$ cat src/rtl/ram_16k_arbiter.sv
// ram_16k_arbiter: shares one single-port 16K x 16 RAM between requester A
// (CPU data side) and requester B (loader/DMA side). One access per SERVE
// cycle, one-cycle ack plus registered read data back to the served side.
module ram_16k_arbiter #(
    parameter bit FIXED_PRIORITY = 1'b0
) (
    input  logic        clock,
    input  logic        reset_n,

    input  logic        req_a,
    input  logic        we_a,
    input  logic [13:0] addr_a,
    input  logic [15:0] wdata_a,
    output logic        ack_a,
    output logic [15:0] rdata_a,

    input  logic        req_b,
    input  logic        we_b,
    input  logic [13:0] addr_b,
    input  logic [15:0] wdata_b,
    output logic        ack_b,
    output logic [15:0] rdata_b,

    output logic [13:0] ram_addr,
    output logic [15:0] ram_in,
    output logic        ram_load,
    input  logic [15:0] ram_out,

    output logic        busy
);

    typedef enum logic {IDLE, SERVE} state_t;
    typedef enum logic {OWN_A, OWN_B} owner_t;

    state_t      state_q, state_d;
    owner_t      owner_q, owner_d;
    owner_t      last_q, last_d;
    logic        ack_a_q, ack_a_d;
    logic        ack_b_q, ack_b_d;
    logic [15:0] rdata_a_q, rdata_a_d;
    logic [15:0] rdata_b_q, rdata_b_d;

    logic        elig_a, elig_b;
    owner_t      winner;

    // A requester whose ack is currently visible is masked so the same
    // request is not granted twice before the requester can drop req.
    assign elig_a = req_a & ~ack_a_q;
    assign elig_b = req_b & ~ack_b_q;

    // Winner selection for a grant taken from IDLE.
    always_comb begin
        winner = OWN_A;
        if (elig_a && elig_b) begin
            if (FIXED_PRIORITY) begin
                winner = OWN_A;
            end else begin
                winner = (last_q == OWN_A) ? OWN_B : OWN_A;
            end
        end else if (elig_b) begin
            winner = OWN_B;
        end
    end

    // Next-state logic: grant from IDLE, complete access and hand over in SERVE.
    always_comb begin
        state_d   = state_q;
        owner_d   = owner_q;
        last_d    = last_q;
        ack_a_d   = 1'b0;
        ack_b_d   = 1'b0;
        rdata_a_d = rdata_a_q;
        rdata_b_d = rdata_b_q;
        case (state_q)
            IDLE: begin
                if (elig_a || elig_b) begin
                    state_d = SERVE;
                    owner_d = winner;
                end
            end
            SERVE: begin
                last_d = owner_q;
                if (owner_q == OWN_A) begin
                    ack_a_d = 1'b1;
                    if (!we_a) begin
                        rdata_a_d = ram_out;
                    end
                    // Hand straight over to B when it is waiting: no IDLE bubble.
                    if (req_b) begin
                        owner_d = OWN_B;
                    end else begin
                        state_d = IDLE;
                    end
                end else begin
                    ack_b_d = 1'b1;
                    if (!we_b) begin
                        rdata_b_d = ram_out;
                    end
                    if (req_a) begin
                        owner_d = OWN_A;
                    end else begin
                        state_d = IDLE;
                    end
                end
            end
            default: state_d = IDLE;
        endcase
    end

    // Arbiter state and registered ack/read-data outputs.
    always_ff @(posedge clock or negedge reset_n) begin
        if (!reset_n) begin
            state_q   <= IDLE;
            owner_q   <= OWN_A;
            last_q    <= OWN_B;
            ack_a_q   <= 1'b0;
            ack_b_q   <= 1'b0;
            rdata_a_q <= 16'h0000;
            rdata_b_q <= 16'h0000;
        end else begin
            state_q   <= state_d;
            owner_q   <= owner_d;
            last_q    <= last_d;
            ack_a_q   <= ack_a_d;
            ack_b_q   <= ack_b_d;
            rdata_a_q <= rdata_a_d;
            rdata_b_q <= rdata_b_d;
        end
    end

    // RAM lines follow the owner during SERVE; parked at zero otherwise so a
    // reset mid-access drops ram_load immediately.
    always_comb begin
        ram_addr = 14'h0000;
        ram_in   = 16'h0000;
        ram_load = 1'b0;
        if (state_q == SERVE) begin
            if (owner_q == OWN_A) begin
                ram_addr = addr_a;
                ram_in   = wdata_a;
                ram_load = we_a;
            end else begin
                ram_addr = addr_b;
                ram_in   = wdata_b;
                ram_load = we_b;
            end
        end
    end

    assign ack_a   = ack_a_q;
    assign ack_b   = ack_b_q;
    assign rdata_a = rdata_a_q;
    assign rdata_b = rdata_b_q;
    assign busy    = (state_q == SERVE);

endmodule

$ cat config.mk
export PLATFORM = sky130hd
export DESIGN_NAME = ram_16k_arbiter
export DESIGN_NICKNAME = d
export VERILOG_FILES = /design/src/rtl/ram_16k_arbiter.sv
export SDC_FILE = /design/constraint.sdc
export NUM_CORES = 1
export LEC_CHECK = 0
export BUFFER_PORTS_ARGS = -buffer_cell sky130_fd_sc_hd__buf_2
export CAP_MARGIN = 10
export CORE_MARGIN = 2
export CORE_UTILIZATION = 41
export CTS_CLUSTER_DIAMETER = 50
export DETAILED_ROUTE_END_ITERATION = 10
export PLACE_DENSITY = 0.81
export SYNTH_ARGS = -nofsm -noshare
export SYNTH_HDL_FRONTEND = slang
export SYNTH_SLANG_ARGS = --single-unit
$ cat constraint.sdc
create_clock -name clock -period 2.35 [get_ports clock]
set_input_delay 0.235 -clock clock [delete_from_list [all_inputs] [get_ports clock]]
set_output_delay 0.235 -clock clock [all_outputs]
set_load 0.02 [all_outputs]
# Word level (Yosys, flattened, before mapping)
# Index checks and enable logic that the tools add are counted.
# word_totals
out_inout_bits	66
wordCells	42
register_bits	37
# classes
reduce_logical	4
muxes	22
n_eq_ne	1
bitwise	8
# op_table
op	count
$mux W16	2
$mux W14	2
$mux W1	16
$not A1 Y1	6
$reduce_and A3 Y1	2
$pmux W1 S2	2
$and A1 B1 Y1	2
$ne A2 B2 Y1 const B	1
$logic_and A1 B1 Y1	1
$logic_or A1 B1 Y1	1

# Depth between registers and ports, before layout
# depth
word_depth	6
mapped_depth	6
depth_no_buf	3

# Least setup slack after synthesis
# Ideal clock, no wire load.
# synth_path
path_kind	reg-to-output
startpoint	register state_q (netlist: busy)
endpoint	output port ram_addr[2]
slack_ps	796
path_stages_with_launch	4
arrival_ps	1319
cell_sequence	dfrtp_1 > clkbuf_1 > clkbuf_1 > nor2b_1
# synth_via
elab_chain_cells	1
# synth_rtl
item	line_no	rtl
start, declared	35	state_t state_q, state_d;
start signal, assigned	121	state_q <= state_d;
$mux W14	137	if (state_q == SERVE) begin
end, declared	24	output logic [13:0] ram_addr,
# Every way passes these cells.

# Worst setup path after layout
# layout_path
startpoint	register owner_q
endpoint	output port ram_in[6]
# layout_via
elab_chain_cells	2
# layout_rtl
item	line_no	rtl
start, declared	36	owner_t owner_q, owner_d;
start signal, assigned	122	owner_q <= owner_d;
$mux W16	138	if (owner_q == OWN_A) begin
$mux W16	137	
end, declared	25	output logic [15:0] ram_in,
# Every way passes these cells.

==> impl_metrics.ini <==
[run_status]
status = complete, no violations

[clock_network]
clk_latency_ns = 0.29
clk_pin_slew_ns = 0.07
htreeDepth = 2
cts_tree = yes
clk_path_buf_depth = 2
cts_hold_buf = 0
cts_setup_buffers = 0
cts-root-buf = clkbuf_8
cts_sinks = 37
ctsResizeCount = 0
cts_buffers = 5

[routing]
dr.pass1.iters = 4
vias = 1762
drc_errors = 0
ant_nets = 0
viasPerCell = 4.70
wl_per_cell_um = 13.7
wirelength_um = 5120
drt_iter0_markers = 52

[global_route]
grt_overflow_total = 0
grtUsageTotal = 0.176
grt_pass1_vias = 1660
grt_pass1_wl_um = 7260
antenna_found_initial = 0
grt_max_degree = 40

[logic_synthesis]
syn_inst = 162
synth_seq_cells = 37
syn_area_per_cell_um2 = 12.4
synth-seq-area-share = 0.460
ys_types = 20
netlist_area_um2 = 2010
synth_warnings = 0
syn-num-nets = 244

[setup_path]
worstPathRequired_ns = 2.12
slowest_delay_ns = 0.45
worst_setup_path_start_kind = flop
path_cells = buf_4 -> mux2i_1 -> nor2b_1 -> buf_2
end_kind = output port
cp_slowest_cell = buf_4
crit_type = flop to output port
reg2reg_depth = 3
r2r_start = owner_q
reg2reg_to = rdata_b[6]
r2r_setup_slack_ns = 0.58
cp_max_fo = 32
crit_arrival_ns = 1.63

[placement]
dpl.hpwl_um = 4030
place_inst = 367
gp_congestion = 0.667
portBuffers = 147

[pwr]
p_seq_frac = 0.284
p_per_area_nw_per_um2 = 1420
ir_worst_vdd_mv = 0.666
p_int_mw = 2.26
total_power_mw = 4.07
switching_power_mw = 1.81
combPwrFrac = 0.613
clockPowerShare = 0.103
switching_share = 0.445
leakage_nw = 1.60

[timing]
drv_slew = 0
tightestPinTransition_ns = 0.899
setup_viol = 0
rsz0062_at_grt = no
timing.fmax_mhz = 537
layout_worst_path_cycle_share = 0.792
hold_viol = 0
fin_skew_ns = 0.00417
finalSetupTns_ns = 0
fin_crit_ns = 1.86
slew_headroom = 0.401

[cells_and_area]
area_growth_pct = 42.0
nets = 389
fin_cells = 375
layout-drive-gt1-share = 0.623
diodes = 0

[min_path]
hp-class = input pin to asynchronous set/reset pin

[floorplanning]
ios = 148
rows = 25
die_y_um = 74.1
initial_core_util = 0.426
core_um2 = 4720
die-area_um2 = 5490
die-width_um = 74.1

[run]
drv_cap = 0
[layout make-up]
type | count | area, µm²
clock inverters | 2 | 10.0
clock buffers | 6 | 72.6
repair buffers | 150 | 758
flip-flops and latches | 37 | 928
multi-input cells | 110 | 997
well taps | 67 | 83.8
inverters | 3 | 11.3
fillers | 398 | 1860
[logic make-up (layout without fill, tap and decap cells)]
logic type,Yosys count,after routing,share of synthesized area
flops,37,37,0.460
simple gates,41,41,0.124
mux,64,64,0.357
buf+inv,15,161,0.0447
compound gates,5,5,0.0143
[stage by stage]
stage / cell area (µm²) / hold WS, ns / worst slack, ns / util
global placement: 2780 / 0.363 / 0.597 / 0.588
finish: 2860 / 0.0298 / 0.489 / 0.606
detailed placement: 2780 / 0.365 / 0.544 / 0.588
CTS: 2860 / 0.0504 / 0.458 / 0.606
global route: 2860 / 0.0965 / 0.385 / 0.606
floorplan: 2010 / -0.0606 / 0.796 / -
[sequential cells by signal, indices dropped and copies added, names as in the netlist]
| signal | cells |
|---|---|
| ack_b | 1 |
| rdata_b | 16 |
| last_q | 1 |
| busy | 1 |
| ack_a | 1 |
| rdata_a | 16 |
| owner_q | 1 |
[cells in the final DEF, fill, tap and decap left out, drive strengths merged]
cell    count
clkinv      2
a21oi       1
o21ai       3
buf       150
mux2i      32
dfstp       1
inv         3
clkbuf      6
nand2       2
or2         1
nand2b      1
dfrtp      36
mux2       32
nor3        1
a32oi       1
nor2        1
nor2b      35
[power groups by stage]
stage	sequential (mW)	combinational [mW]	clock [mW]
after floorplan	1.53	1.40	0
after global placement	1.14	2.47	0
after detailed placement	1.17	2.53	0
after CTS	1.16	2.53	0.432
after global routing	1.20	2.66	0.448
final	1.16	2.49	0.418
[routing by layer]
metal  track usage  vias to the layer above  part of all wire
met1         0.175                      830              0.36
met4        0.0707                        0             0.014
met2         0.344                       80              0.55
met5             0                        -                 0
met3        0.0447                        7             0.081
li1              -                      845                 -
[worst max-delay path by stage]
stage          cells after the start  startpoint  slack [ns]           to
6_report                           4     owner_q        0.49    ram_in[6]
5_1_grt                            4     owner_q        0.38  ram_addr[2]
4_1_cts                            4     owner_q        0.46    ram_in[6]
3_5_place_dp                       3     owner_q        0.54   rdata_b[6]
3_3_place_gp                       3     owner_q        0.60   rdata_b[2]
2_1_floorplan                      3        busy        0.80  ram_addr[2]
[cells in the mapped netlist]
master,n,area [µm²]
buf_4,2,15.0
buf_2,3,15.0
clkbuf_1,4,15.0
dfstp_2,1,26.3
mux2_2,22,248
nand2b_1,1,6.26
inv_1,3,11.3
buf_6,3,33.8
o21ai_0,3,15.0
or2_1,1,6.26
a21oi_1,1,5.00
nor2b_1,35,219
mux2_4,10,150
mux2i_1,32,320
dfrtp_1,36,901
nor3_1,1,5.00
a32oi_1,1,8.76
nor2_1,1,3.75
nand2_1,1,3.75
nand2_2,1,6.26
[worst max-delay path: cells and delay by family, from the launching register on]
kind	cells	cell delay [ns]
flip-flops	1	0.40
AND/OR/NAND/NOR	1	0.06
multiplexers	1	0.26
buffers and inverters	2	0.61
(Power assumes the default switching activity.)
